`src/rtl/muldiv_unit.sv`:
```
// Iterative multiply/divide unit: shift-add multiply and restoring divide on
// operand magnitudes, one bit per cycle, with a valid/ready result handshake.
module muldiv_unit #(
  parameter int unsigned XLEN = 32
) (
  input  logic            clk,
  input  logic            rst,
  input  logic            in_valid,
  output logic            in_ready,
  input  logic [XLEN-1:0] op_a,
  input  logic [XLEN-1:0] op_b,
  input  logic [2:0]      md_op,
  output logic            out_valid,
  input  logic            out_ready,
  output logic [XLEN-1:0] md_result,
  output logic            md_zero
);

  localparam int unsigned     CW   = $clog2(XLEN);
  localparam logic [CW-1:0]   LAST = CW'(XLEN - 1);
  localparam logic [XLEN-1:0] SMIN = {1'b1, {(XLEN-1){1'b0}}};

  typedef enum logic [1:0] {S_IDLE, S_CALC, S_DONE} state_t;

  state_t          r_state, w_next_state;
  logic [XLEN-1:0] r_hi, r_lo, r_m, r_result;
  logic [2:0]      r_op;
  logic            r_neg;
  logic [CW-1:0]   r_cnt;

  logic            w_accept, w_sa, w_sb, w_div0, w_ovf;
  logic [XLEN-1:0] w_mag_a, w_mag_b;
  logic [XLEN:0]   w_msum, w_shift, w_trial;
  logic [XLEN-1:0] w_hi_n, w_lo_n, w_final;
  logic [2*XLEN-1:0] w_prod;

  assign w_accept = in_valid && in_ready;

  // md_op[2] selects divide; md_op[0] marks the unsigned divide variants
  assign w_sa    = (md_op[2] ? ~md_op[0] : (md_op[1:0] != 2'b11)) & op_a[XLEN-1];
  assign w_sb    = (md_op[2] ? ~md_op[0] : ~md_op[1]) & op_b[XLEN-1];
  assign w_mag_a = w_sa ? -op_a : op_a;
  assign w_mag_b = w_sb ? -op_b : op_b;
  assign w_div0  = md_op[2] && (op_b == '0);
  assign w_ovf   = md_op[2] && !md_op[0] && (op_a == SMIN) && (op_b == '1);

  assign w_msum  = {1'b0, r_hi} + (r_lo[0] ? {1'b0, r_m} : '0);
  assign w_shift = {r_hi, r_lo[XLEN-1]};
  assign w_trial = w_shift - {1'b0, r_m};

  always_comb begin
    w_hi_n  = '0;
    w_lo_n  = '0;
    w_final = '0;
    if (r_op[2]) begin
      if (!w_trial[XLEN]) begin
        w_hi_n = w_trial[XLEN-1:0];
        w_lo_n = {r_lo[XLEN-2:0], 1'b1};
      end else begin
        w_hi_n = w_shift[XLEN-1:0];
        w_lo_n = {r_lo[XLEN-2:0], 1'b0};
      end
    end else begin
      w_hi_n = w_msum[XLEN:1];
      w_lo_n = {w_msum[0], r_lo[XLEN-1:1]};
    end
    w_prod = r_neg ? -{w_hi_n, w_lo_n} : {w_hi_n, w_lo_n};
    if (r_op[2])
      w_final = r_op[1] ? (r_neg ? -w_hi_n : w_hi_n) : (r_neg ? -w_lo_n : w_lo_n);
    else
      w_final = (r_op[1:0] == 2'b00) ? w_prod[XLEN-1:0] : w_prod[2*XLEN-1:XLEN];
  end

  always_ff @(posedge clk or posedge rst) begin
    if (rst) r_state <= S_IDLE;
    else     r_state <= w_next_state;
  end

  always_comb begin
    w_next_state = r_state;
    unique case (r_state)
      S_IDLE: if (w_accept) w_next_state = (w_div0 || w_ovf) ? S_DONE : S_CALC;
      S_CALC: if (r_cnt == LAST) w_next_state = S_DONE;
      S_DONE: if (out_ready) w_next_state = S_IDLE;
      default: w_next_state = S_IDLE;
    endcase
  end

  always_ff @(posedge clk or posedge rst) begin
    if (rst) begin
      r_hi     <= '0;
      r_lo     <= '0;
      r_m      <= '0;
      r_op     <= '0;
      r_neg    <= 1'b0;
      r_cnt    <= '0;
      r_result <= '0;
    end else begin
      unique case (r_state)
        S_IDLE: if (w_accept) begin
          r_op  <= md_op;
          r_cnt <= '0;
          r_hi  <= '0;
          // Multiply: r_m = multiplicand, r_lo = multiplier; divide: r_m = divisor, r_lo = dividend
          r_m   <= md_op[2] ? w_mag_b : w_mag_a;
          r_lo  <= md_op[2] ? w_mag_a : w_mag_b;
          r_neg <= (md_op[2] && md_op[1]) ? w_sa : (w_sa ^ w_sb);
          if (w_div0)     r_result <= md_op[1] ? op_a : '1;
          else if (w_ovf) r_result <= md_op[1] ? '0 : op_a;
        end
        S_CALC: begin
          r_hi  <= w_hi_n;
          r_lo  <= w_lo_n;
          r_cnt <= r_cnt + 1'b1;
          if (r_cnt == LAST) r_result <= w_final;
        end
        default: ;
      endcase
    end
  end

  assign in_ready  = (r_state == S_IDLE) && !rst;
  assign out_valid = (r_state == S_DONE);
  assign md_result = r_result;
  assign md_zero   = (r_result == '0);

endmodule

```
`config.mk`:
```
export PLATFORM = sky130hd
export DESIGN_NAME = muldiv_unit
export DESIGN_NICKNAME = d
export VERILOG_FILES = /design/src/rtl/muldiv_unit.sv
export SDC_FILE = /design/constraint.sdc
export NUM_CORES = 1
export LEC_CHECK = 0
export ABC_AREA = 1
export CAP_MARGIN = 10
export CORE_MARGIN = 4
export CORE_UTILIZATION = 50
export DETAILED_ROUTE_END_ITERATION = 8
export PLACE_DENSITY_LB_ADDON = 0.05
export SLEW_MARGIN = 20
export SYNTH_ARGS = -nofsm -noshare
export SYNTH_HDL_FRONTEND = slang
export SYNTH_SLANG_ARGS = --single-unit
```
`constraint.sdc`:
```
create_clock -name clk -period 8 [get_ports clk]
set_input_delay 1.6 -clock clk [delete_from_list [all_inputs] [get_ports clk]]
set_output_delay 1.6 -clock clk [all_outputs]
set_load 0.02 [all_outputs]
```
==> load_flow_metrics.sql <==
INSERT INTO impl_metrics (metric_group, metric, value, unit) VALUES
('yosys', 'synthDistinctLibCells', '64', ''),
('cts', 'clock_insertion_delay_worst_skew', '450', 'ps'),
('worst_setup_path', 'critical_path.max_fanout', '54', ''),
('routing', 'detail-route-antenna-nets', '0', ''),
('yosys', 'synth_nets', '3242', ''),
('die', 'fp-row-count', '69', ''),
('yosys', 'mappedNetlistArea', '17900', 'µm²'),
('die', 'overall_die_height', '197', 'µm'),
('worst_setup_path', 'critical_path_required', '8360', 'ps'),
('timing', 'post-route-period-util', '0.684', ''),
('routing', 'detailroute.via_count', '21800', ''),
('timing', 'worst_slew_margin', '0.254', ''),
('cts', 'postCtsHoldBufs', '0', ''),
('die', 'initial_utilization', '0.505', ''),
('yosys', 'ys_ff_latch', '139', ''),
('layout', 'n_antenna_cell', '0', ''),
('cts', 'cts_buffer_count', '17', ''),
('yosys', 'synth-seq-area-share', '0.194', ''),
('timing', 'timing_worst_slew_pin_value', '1110', 'ps'),
('timing', 'setup_tns', '0', 'ps'),
('placed_design', 'post-dp-hpwl', '64.4', 'mm'),
('worst_setup_path', 'kind_of_critical_path', 'in -> reg', ''),
('routing', 'detail_route.vias_per_cell', '6.04', ''),
('yosys', 'yosysWarningCount', '0', ''),
('timing', 'clock.fmax', '0.183', 'GHz'),
('worst_setup_path', 'critical_path.reg2reg.startpoint', 'r_m[0]$_DFFE_PP0P_', ''),
('die', 'die-width', '197', 'µm'),
('yosys', 'synth_ff_type', 'dfrtp_1', ''),
('grt', 'grt_use_total', '0.404', ''),
('layout', 'drive_above_1_share', '0.0527', ''),
('yosys', 'synth_enable_flop_cells', '0', ''),
('worst_setup_path', 'worst_setup_path_start_kind', 'input pin', ''),
('run', 'maxCapViolCount', '0', ''),
('die', 'die-area', '39000', 'µm²'),
('routing', 'detail_route.first_pass.iterations', '7', ''),
('grt', 'grt_first_pass_wirelength', '120', 'mm'),
('min_path', 'timing.hold.worst.start', 'r_cnt[3]$_DFFE_PP0P_', ''),
('cts', 'post_cts_resized', '0', ''),
('yosys', 'syn-instance-count', '3098', ''),
('grt', 'grt_overflow', '0', ''),
('layout', 'syn_to_final_growth', '10.9', '%'),
('yosys', 'synthesis.area_per_instance', '5.79', 'µm²'),
('timing', 'final_slew_violations', '0', ''),
('placed_design', 'gpl.final_weighted_congestion', '1.09', ''),
('cts', 'tritoncts_clock_tree', 'built', ''),
('timing', 'rsz0062_at_grt', 'no', ''),
('timing', 'post-route-min-period', '5470', 'ps'),
('cts', 'clk_transition_reported_paths', '70', 'ps'),
('timing', 'finalSetupViolations', '0', ''),
('placed_design', 'port_buffers', '105', ''),
('grt', 'grt_pass1_vias', '20300', ''),
('yosys', 'share_of_synthesized_flip_flops_with_an_asynchronous_set_or_reset', '1.00', ''),
('die', 'floorplan.core_area', '35500', 'µm²'),
('worst_setup_path', 'timing.critical_path.to_type', 'flop', ''),
('cts', 'cts.sink_count', '139', ''),
('die', 'top_level_ports', '106', ''),
('worst_setup_path', 'arrival_time_at_the_worst_endpoint', '5830', 'ps'),
('routing', 'wl_per_cell', '22.3', 'µm'),
('cts', 'cts-root-buf', 'clkbuf_16', ''),
('cts', 'cts_h_tree_depth', '4', ''),
('worst_setup_path', 'worst_setup_path_startpoint', 'op_b[0]', ''),
('timing', 'hold_viol_final', '0', ''),
('layout', 'n_fill_cell', '3650', ''),
('routing', 'totalWireLength', '80.3', 'mm'),
('routing', 'drt-initial-drc-count', '2595', ''),
('grt', 'grt_max_degree', '76', ''),
('min_path', 'min-delay-path-class', 'reg -> reg', ''),
('cts', 'post_cts.repair.setup_buffers', '0', ''),
('timing', 'worst_clock_skew', '12.2', 'ps'),
('routing', 'drc', '0', ''),
('run_status', 'run_status', 'finished, final reports clean', ''),
('cts', 'cts_max_path_buffers', '2', ''),
('grt', 'antenna_violations_before_repair', '0', ''),
('layout', 'design.final.nets', '3279', '');
## cells by family after synthesis
group	share of synthesized area
compound gates	0.179
xor+xnor	0.0576
fa+ha+maj	0.0518
buf+inv	0.123
flops	0.194
simple gates	0.395
## per-stage QoR
step | setup WS, ps | hold WS, ps | area [µm²] | utilization | instances
final | 2530 | 490 | 19900 | 0.560 | 3609
after CTS | 2890 | 488 | 19900 | 0.560 | 3609
after detailed placement | 2430 | 474 | 19200 | 0.542 | 3577
after global placement | 2640 | 463 | 19200 | 0.542 | 3577
after floorplan | 2680 | 440 | 17900 | - | 3098
after global routing | 2190 | 516 | 19900 | 0.560 | 3609
## routing by layer
| metal | part of all wire | vias to the layer above | wire [µm] | track usage |
|---|---|---|---|---|
| met2 | 0.44 | 1340 | 35400 | 0.640 |
| met3 | 0.094 | 280 | 7550 | 0.0607 |
| li1 | - | 10100 | - | - |
| met1 | 0.38 | 10100 | 30500 | 0.509 |
| met5 | 0 | - | 0 | 0 |
| met4 | 0.086 | 0 | 6890 | 0.276 |
## layout by cell type (no fill, tap or decap), drive strengths merged, types with 3 or more instances in the layout
cell           synthesis  final
nor3                  45     45
and2                   3      3
o21ai                234    234
o21a                   4      4
bufinv                 0      4
xor2                  98     98
nor2                 308    308
a31oi                  9      9
clkdlybuf4s50          0    104
nand3b                16     16
o221ai                22     22
ha                    71     71
nand2                966    966
nand4                 34     34
a21o                   5      5
o21bai                11     11
nor4                  21     21
dfrtp                139    139
xnor2                 20     20
buf                   36     26
clkbuf                76     20
inv                  444    445
o211ai                12     12
nand3                239    239
a22oi                 15     15
a21oi                182    182
or2                   11     11
o31ai                  6      6
clkinv                 5     12
o22ai                 51     51
## final timing paths
kind | to | slack [ps] | cells past startpoint
max | md_result[2]$_DFFE_PP0P_ | 2530 | 20
min | r_cnt[3]$_DFFE_PP0P_ | 490 | 1
max reg2reg | md_result[14]$_DFFE_PP0P_ | 2880 | 30
min reg2reg | r_cnt[3]$_DFFE_PP0P_ | 490 | 1
max in group asynchronous | r_op[2]$_DFFE_PP0P_ | 4750 | 3
min in group asynchronous | md_result[0]$_DFFE_PP0P_ | 1680 | 2
## critical path, stage by stage
cell and delay (ps):
clkdlybuf4s50_1 480, inv_1 120, ha_1 170, nand3_1 100, inv_1 60, nand3_1 80, nor3_1 360, nand2_1 150
nor2_1 160, nand3_1 120, nor3_1 240, nand2_1 160, nor3_1 590, inv_1 310, nand3_1 170, nand2_1 60
buf_4 280, inv_1 370, nor2_1 80, a21oi_1 150
## area by class of cell
| type | count | area, µm² | area share |
|---|---|---|---|
| Clock buffer | 20 | 457 | 0.0230 |
| Clock inverter | 12 | 186 | 0.00937 |
| Inverter | 449 | 1690 | 0.0851 |
| Multi-Input combinational cell | 2398 | 12300 | 0.616 |
| Sequential cell | 139 | 3480 | 0.175 |
| Tap cell | 461 | 577 | 0.0290 |
| Timing Repair Buffer | 130 | 1230 | 0.0620 |
## cells in the mapped netlist, types with 21 or more instances
library cell	count	area share
nand3_1	233	0.065
nor2_1	289	0.061
xor2_1	98	0.048
a21oi_1	176	0.049
ha_1	71	0.050
nor3_1	43	0.012
o221ai_1	22	0.011
o22ai_1	51	0.018
dfrtp_1	139	0.19
clkbuf_1	76	0.016
nand2_1	924	0.19
nor4_1	21	0.0073
nand4_1	34	0.012
nand2_2	35	0.012
inv_1	435	0.091
o21ai_0	213	0.059
## flip-flops by register name, summed over array words and instances (netlist names)
| signal | count |
|---|---|
| r_lo | 32 |
| r_neg | 1 |
| r_cnt | 5 |
| r_state | 2 |
| md_result | 32 |
| r_m | 32 |
| r_hi | 32 |
| r_op | 3 |
Power is left out: the tool's default activity adds up to more than one toggle a clock period on the data nets, which glitch-free logic cannot reach.
